==> config.mk <==
export PLATFORM = sky130hd
export DESIGN_NAME = keypad_scan
export DESIGN_NICKNAME = d
export VERILOG_FILES = /design/src/rtl/keypad_scan.sv
export SDC_FILE = /design/constraint.sdc
export NUM_CORES = 1
export LEC_CHECK = 0
export ABC_CLOCK_PERIOD_IN_PS = 2800
export BUFFER_PORTS_ARGS = -buffer_cell sky130_fd_sc_hd__buf_2
export CAP_MARGIN = 20
export CORE_AREA = 2 2 94 96
export CTS_CLUSTER_DIAMETER = 40
export CTS_CLUSTER_SIZE = 24
export DETAILED_ROUTE_END_ITERATION = 10
export DIE_AREA = 0 0 96 98
export GPL_TIMING_DRIVEN = 0
export PLACE_DENSITY = 0.54
export SLEW_MARGIN = 40
export SYNTH_ARGS = -nofsm -noshare
export SYNTH_HDL_FRONTEND = slang
export SYNTH_SLANG_ARGS = --single-unit
==> constraint.sdc <==
create_clock -name clk -period 2.8 [get_ports clk]
set_input_delay 0.28 -clock clk [delete_from_list [all_inputs] [get_ports clk]]
set_output_delay 0.28 -clock clk [all_outputs]
set_load 0.05 [all_outputs]
==> src/rtl/keypad_scan.sv <==
`default_nettype none
// ============================================================================
// keypad_scan : 4x4 active-low keypad scanner with press/release debounce
// Revision    : 1.0
// ============================================================================
module keypad_scan #(
    parameter int SCAN_DIV     = 50000,
    parameter int DEBOUNCE_CNT = 4
) (
    input  logic       clk,
    input  logic       rst_n,
    input  logic [3:0] row_in,
    output logic [3:0] col_out,
    output logic [4:0] keycode,
    output logic       key_ready
);

    localparam int                SLOT_W        = $clog2(SCAN_DIV);
    localparam logic [SLOT_W-1:0] c_slot_last   = SLOT_W'(SCAN_DIV - 1);
    localparam logic [3:0]        c_deb_target  = 4'(DEBOUNCE_CNT);
    localparam bit                c_first_done  = (DEBOUNCE_CNT <= 1);
    localparam logic [4:0]        c_no_key      = 5'h10;

    typedef enum logic [2:0] {
        ST_SCAN  = 3'd0,
        ST_DEB_P = 3'd1,
        ST_HELD  = 3'd2,
        ST_DEB_R = 3'd3,
        ST_DROP  = 3'd4
    } state_t;

    state_t             r_state;
    logic [3:0]         r_sync1;
    logic [3:0]         r_sync2;
    logic [SLOT_W-1:0]  r_slot;
    logic [3:0]         r_cand;
    logic [3:0]         r_deb;
    logic [1:0]         r_drop;

    logic               w_slot_end;
    logic               w_valid;
    logic [3:0]         w_deb_inc;
    logic               w_deb_done;
    logic [3:0]         w_col_next;

    function automatic logic [4:0] key_of(input logic [3:0] rows, input logic [3:0] cols);
        logic [1:0] ri;
        logic [1:0] ci;
        ri = 2'd0;
        ci = 2'd0;
        case (rows)
            4'b1101: ri = 2'd1;
            4'b1011: ri = 2'd2;
            4'b0111: ri = 2'd3;
            default: ri = 2'd0;
        endcase
        case (cols)
            4'b1101: ci = 2'd1;
            4'b1011: ci = 2'd2;
            4'b0111: ci = 2'd3;
            default: ci = 2'd0;
        endcase
        case ({ri, ci})
            4'h0: key_of = 5'd1;   4'h1: key_of = 5'd2;
            4'h2: key_of = 5'd3;   4'h3: key_of = 5'd10;
            4'h4: key_of = 5'd4;   4'h5: key_of = 5'd5;
            4'h6: key_of = 5'd6;   4'h7: key_of = 5'd11;
            4'h8: key_of = 5'd7;   4'h9: key_of = 5'd8;
            4'hA: key_of = 5'd9;   4'hB: key_of = 5'd12;
            4'hC: key_of = 5'd14;  4'hD: key_of = 5'd0;
            4'hE: key_of = 5'd15;  default: key_of = 5'd13;
        endcase
    endfunction

    assign w_slot_end = (r_slot == c_slot_last);
    assign w_valid    = (r_sync2 == 4'b1110) || (r_sync2 == 4'b1101) ||
                        (r_sync2 == 4'b1011) || (r_sync2 == 4'b0111);
    assign w_deb_inc  = (r_deb == 4'hF) ? 4'hF : r_deb + 4'd1;
    assign w_deb_done = (w_deb_inc >= c_deb_target);
    assign w_col_next = {col_out[2:0], col_out[3]};

    always_ff @(posedge clk or negedge rst_n) begin
        if (!rst_n) begin
            r_state   <= ST_SCAN;
            r_sync1   <= 4'hF;
            r_sync2   <= 4'hF;
            r_slot    <= '0;
            r_cand    <= 4'hF;
            r_deb     <= 4'd0;
            r_drop    <= 2'd0;
            col_out   <= 4'b1110;
            keycode   <= c_no_key;
            key_ready <= 1'b0;
        end else begin
            r_sync1   <= row_in;
            r_sync2   <= r_sync1;
            key_ready <= (r_state == ST_HELD) || (r_state == ST_DEB_R);
            // Leaving DROP restarts the slot so the new column gets a full settle time.
            if ((r_state == ST_DROP) && (r_drop == 2'd2))
                r_slot <= '0;
            else if (w_slot_end)
                r_slot <= '0;
            else
                r_slot <= r_slot + SLOT_W'(1);

            case (r_state)
                ST_SCAN: begin
                    if (w_slot_end) begin
                        if (w_valid) begin
                            r_cand <= r_sync2;
                            r_deb  <= 4'd1;
                            if (c_first_done) begin
                                keycode <= key_of(r_sync2, col_out);
                                r_state <= ST_HELD;
                            end else begin
                                r_state <= ST_DEB_P;
                            end
                        end else begin
                            col_out <= w_col_next;
                        end
                    end
                end
                ST_DEB_P: begin
                    if (w_slot_end) begin
                        if (r_sync2 == r_cand) begin
                            r_deb <= w_deb_inc;
                            if (w_deb_done) begin
                                keycode <= key_of(r_cand, col_out);
                                r_state <= ST_HELD;
                            end
                        end else begin
                            r_deb   <= 4'd0;
                            col_out <= w_col_next;
                            r_state <= ST_SCAN;
                        end
                    end
                end
                ST_HELD: begin
                    if (w_slot_end && (r_sync2 == 4'hF)) begin
                        r_deb <= 4'd1;
                        if (c_first_done) begin
                            r_drop  <= 2'd0;
                            r_state <= ST_DROP;
                        end else begin
                            r_state <= ST_DEB_R;
                        end
                    end
                end
                ST_DEB_R: begin
                    if (w_slot_end) begin
                        if (r_sync2 == 4'hF) begin
                            r_deb <= w_deb_inc;
                            if (w_deb_done) begin
                                r_drop  <= 2'd0;
                                r_state <= ST_DROP;
                            end
                        end else begin
                            r_deb   <= 4'd0;
                            r_state <= ST_HELD;
                        end
                    end
                end
                ST_DROP: begin
                    // keycode is held two clocks past the key_ready fall for the display sampler.
                    if (r_drop == 2'd2) begin
                        keycode <= c_no_key;
                        r_deb   <= 4'd0;
                        col_out <= w_col_next;
                        r_state <= ST_SCAN;
                    end else begin
                        r_drop <= r_drop + 2'd1;
                    end
                end
                default: r_state <= ST_SCAN;
            endcase
        end
    end

endmodule
`default_nettype wire

==> results.ini <==
[clock_network]
htree_num_levels = 2
cts_resized = 0
path_clk_slew_ns = 0.09
cts_buffer_depth = 2
root_buffer = clkbuf_8
insertion_delay_ns = 0.30
tritoncts = built
post_cts_buffers = 0
holdBufCountCts = 0
cts_buffers = 5
cts_sinks = 47

[outcome]
violations = negative hold slack
status = complete, but fails checks

[global_routing]
antenna_found_initial = 0
grt_usage_pct = 11.9
overflow = 0
grt_pass1_vias = 1831
grt_pass1_wl_um = 8900
grt_max_degree = 48

[yosys]
netlist.area_leader.share_pct = 29.5
syn_avg_cell_area_um2 = 10.8
synthCells = 243
synth_flop_cell = dfrtp_1
seq_area_frac_synth_pct = 45.5
yosys_warnings = 0
syn_area_um2 = 2630
synth_nets = 255
synth.distinct_cells = 56
ys_async_sr_fraction_pct = 100
synth-seq-cells = 47
yosysTopAreaCell = dfrtp_1
synth_edf_count = 0
yosys-top-cells-area = dfrtp_1 (29%), dfstp_2 (16%), xnor2_1 (4.3%)

[floorplan]
top_level_ports = 16
die_w_um = 96
placementRows = 34
start_util_pct = 31.1
die_area_um2 = 9410
die_h_um = 98
core_um2 = 8470

[setup_path]
path_cells = clkbuf_2, xor2_1, nand3_1, ha_1, mux2_2, o22ai_1, nand2_1, a21oi_1, mux2_4
cpPeakStageDelay_ns = 0.53
path_delay_family = flip-flops
cp_slowest_cell = dfstp_2
critPathRequiredTime_ns = 3.05
cp.arrival_ns = 2.52
crit_fanout = 8
crit_path_start_kind = flip-flop
rrSetupSlack_ns = 0.53
end_kind = flip-flop
cp_num_buf_inv = 1
criticalPathCategory = flip-flop to flip-flop

[finish]
drive_gt1_share_pct = 27.4
multiInputGateArea_um2 = 1330
fill_cells = 869
final_nets = 277
post-route-util_pct = 34.9
num_antenna_cells = 0
seq_area_um2 = 1200
syn_to_final_growth_pct = 12.4

[timing]
worst_pin_slew_ns = 0.605
tns_ns = 0
fmax_ghz = 0.440
slew_headroom_pct = 59.6
fin_crit_sh_pct = 81.1
fin_hold_ws_ns = -0.0261
setup_viol = 0
min_period_ns = 2.27
skew_ns = 0.00651
hold_viol_final = 22
rsz0062_at_grt = false
maxSlewViolCount = 0

[placement]
dpl.hpwl_um = 3500
gp_congestion = 0.826
io_buffers = 15

[detailed_routing]
ant_nets = 0
drc = 0
totalWireLength_um = 4970
drt_iter0_drc = 119
viasPerCell = 4.90
wl_per_cell_um = 13.3
num_vias = 1833
dr.pass1.iters = 4

[power_and_ir_drop]
ir_worst_vdd_uv = 216
powerDensity_nw_per_um2 = 410
p_leak_nw = 1.32
finalPower_mw = 1.21

[worst_hold_path]
hold_class = primary input to async pin

[job]
drv_cap = 0

-- sequential cells by signal, indices dropped and copies added (netlist names) --
name       flops
r_sync2        4
r_state        3
r_drop         2
r_deb          4
r_cand         4
r_slot        16
r_sync1        4
col_out        4
key_ready      1
keycode        5
-- cells by family (layout without fill, tap and decap cells) --
| logic type | Yosys count | count (layout) | share of synthesized area, % |
|---|---|---|---|
| and+or+nand+nor | 94 | 94 | 20.6 |
| DFF | 47 | 47 | 45.5 |
| AOI/OAI and AO/OA | 37 | 37 | 11.3 |
| xor gates and xnor gates | 22 | 22 | 7.33 |
| muxes | 19 | 19 | 8.66 |
| buffers and inverters | 18 | 41 | 3.81 |
| adders and majority gates | 6 | 6 | 2.85 |
-- path summary, 6_finish.rpt --
| kind | start | to | cells past startpoint |
|---|---|---|---|
| worst max-delay path | col_out[1]$_DFFE_PN1P_ | keycode[2]$_DFFE_PN0P_ | 9 |
| worst min-delay path | rst_n | r_deb[1]$_DFFE_PN0P_ | 1 |
| worst max register to register | col_out[1]$_DFFE_PN1P_ | keycode[2]$_DFFE_PN0P_ | 9 |
| worst min register to register | r_sync1[1]$_DFF_PN1_ | r_sync2[1]$_DFF_PN1_ | 0 |
| max in group asynchronous | rst_n | r_slot[13]$_DFF_PN0_ | 1 |
| min in group clk | row_in[3] | r_sync1[3]$_DFF_PN1_ | 1 |
-- synthesized netlist by cell type, types with 3 or more instances --
cell / instances
o21ai_0: 5
clkbuf_2: 3
nor3_1: 5
mux2i_1: 4
and3_1: 4
mux2_2: 7
mux2_1: 3
ha_1: 6
nand3_1: 16
a21oi_1: 8
mux2_4: 5
nand2b_1: 4
xor2_1: 9
nand4b_1: 4
o22ai_1: 3
nand2_1: 17
xnor2_1: 13
dfstp_2: 16
nor2_1: 24
inv_1: 9
dfrtp_1: 31
-- cell type report --
class	count	area share, %
Tap cell	108	4.57
Sequential cell	47	40.5
Buffer	8	2.12
Timing Repair Buffer	15	2.62
Multi-Input combinational cell	178	45.1
Clock buffer	7	3.64
Clock inverter	1	0.169
Inverter	10	1.27
-- power by group --
part | internal (mW) | switching [mW] | total (mW)
combinational | 0.00897 | 0.0205 | 0.0295
clock | 0.253 | 0.233 | 0.486
sequential | 0.690 | 0.00586 | 0.695
total | 0.952 | 0.259 | 1.21
-- routing by layer --
| layer | share of wire (%) | wire length [µm] | track usage (%) | up-vias |
|---|---|---|---|---|
| met5 | 0 | 0 | 0 | - |
| met4 | 1.7 | 82 | 4.29 | 0 |
| met3 | 3.5 | 175 | 2.55 | 7 |
| met2 | 45 | 2210 | 17.7 | 26 |
| met1 | 50 | 2500 | 17.0 | 890 |
| li1 | - | - | - | 910 |
-- stage by stage --
step | hold WS [ns] | area (µm²) | std cells | setup WS (ns)
floorplan | -0.0156 | 2630 | 243 | 0.486
global placement | 0.346 | 2840 | 366 | 0.567
detailed placement | 0.344 | 2840 | 366 | 0.543
CTS | 0.0101 | 2960 | 374 | 0.508
global route | 0.0401 | 2960 | 374 | 0.369
finish | -0.0261 | 2960 | 374 | 0.529
-- placed cells by master, fill, tap and decap left out, drive strengths merged, types with 3 or more instances in the layout --
| cell type | count |
|---|---|
| dfrtp | 31 |
| inv | 10 |
| nand2b | 5 |
| and3 | 6 |
| dfstp | 16 |
| clkbuf | 13 |
| o21ai | 5 |
| ha | 6 |
| nand3 | 16 |
| a21oi | 8 |
| nand4b | 4 |
| nor3 | 6 |
| buf | 17 |
| nor2 | 24 |
| nand4 | 3 |
| xor2 | 9 |
| mux2i | 4 |
| xnor2 | 13 |
| nand2 | 17 |
| o22ai | 3 |
| mux2 | 15 |
| nor4 | 3 |
(Power assumes the default switching activity.)
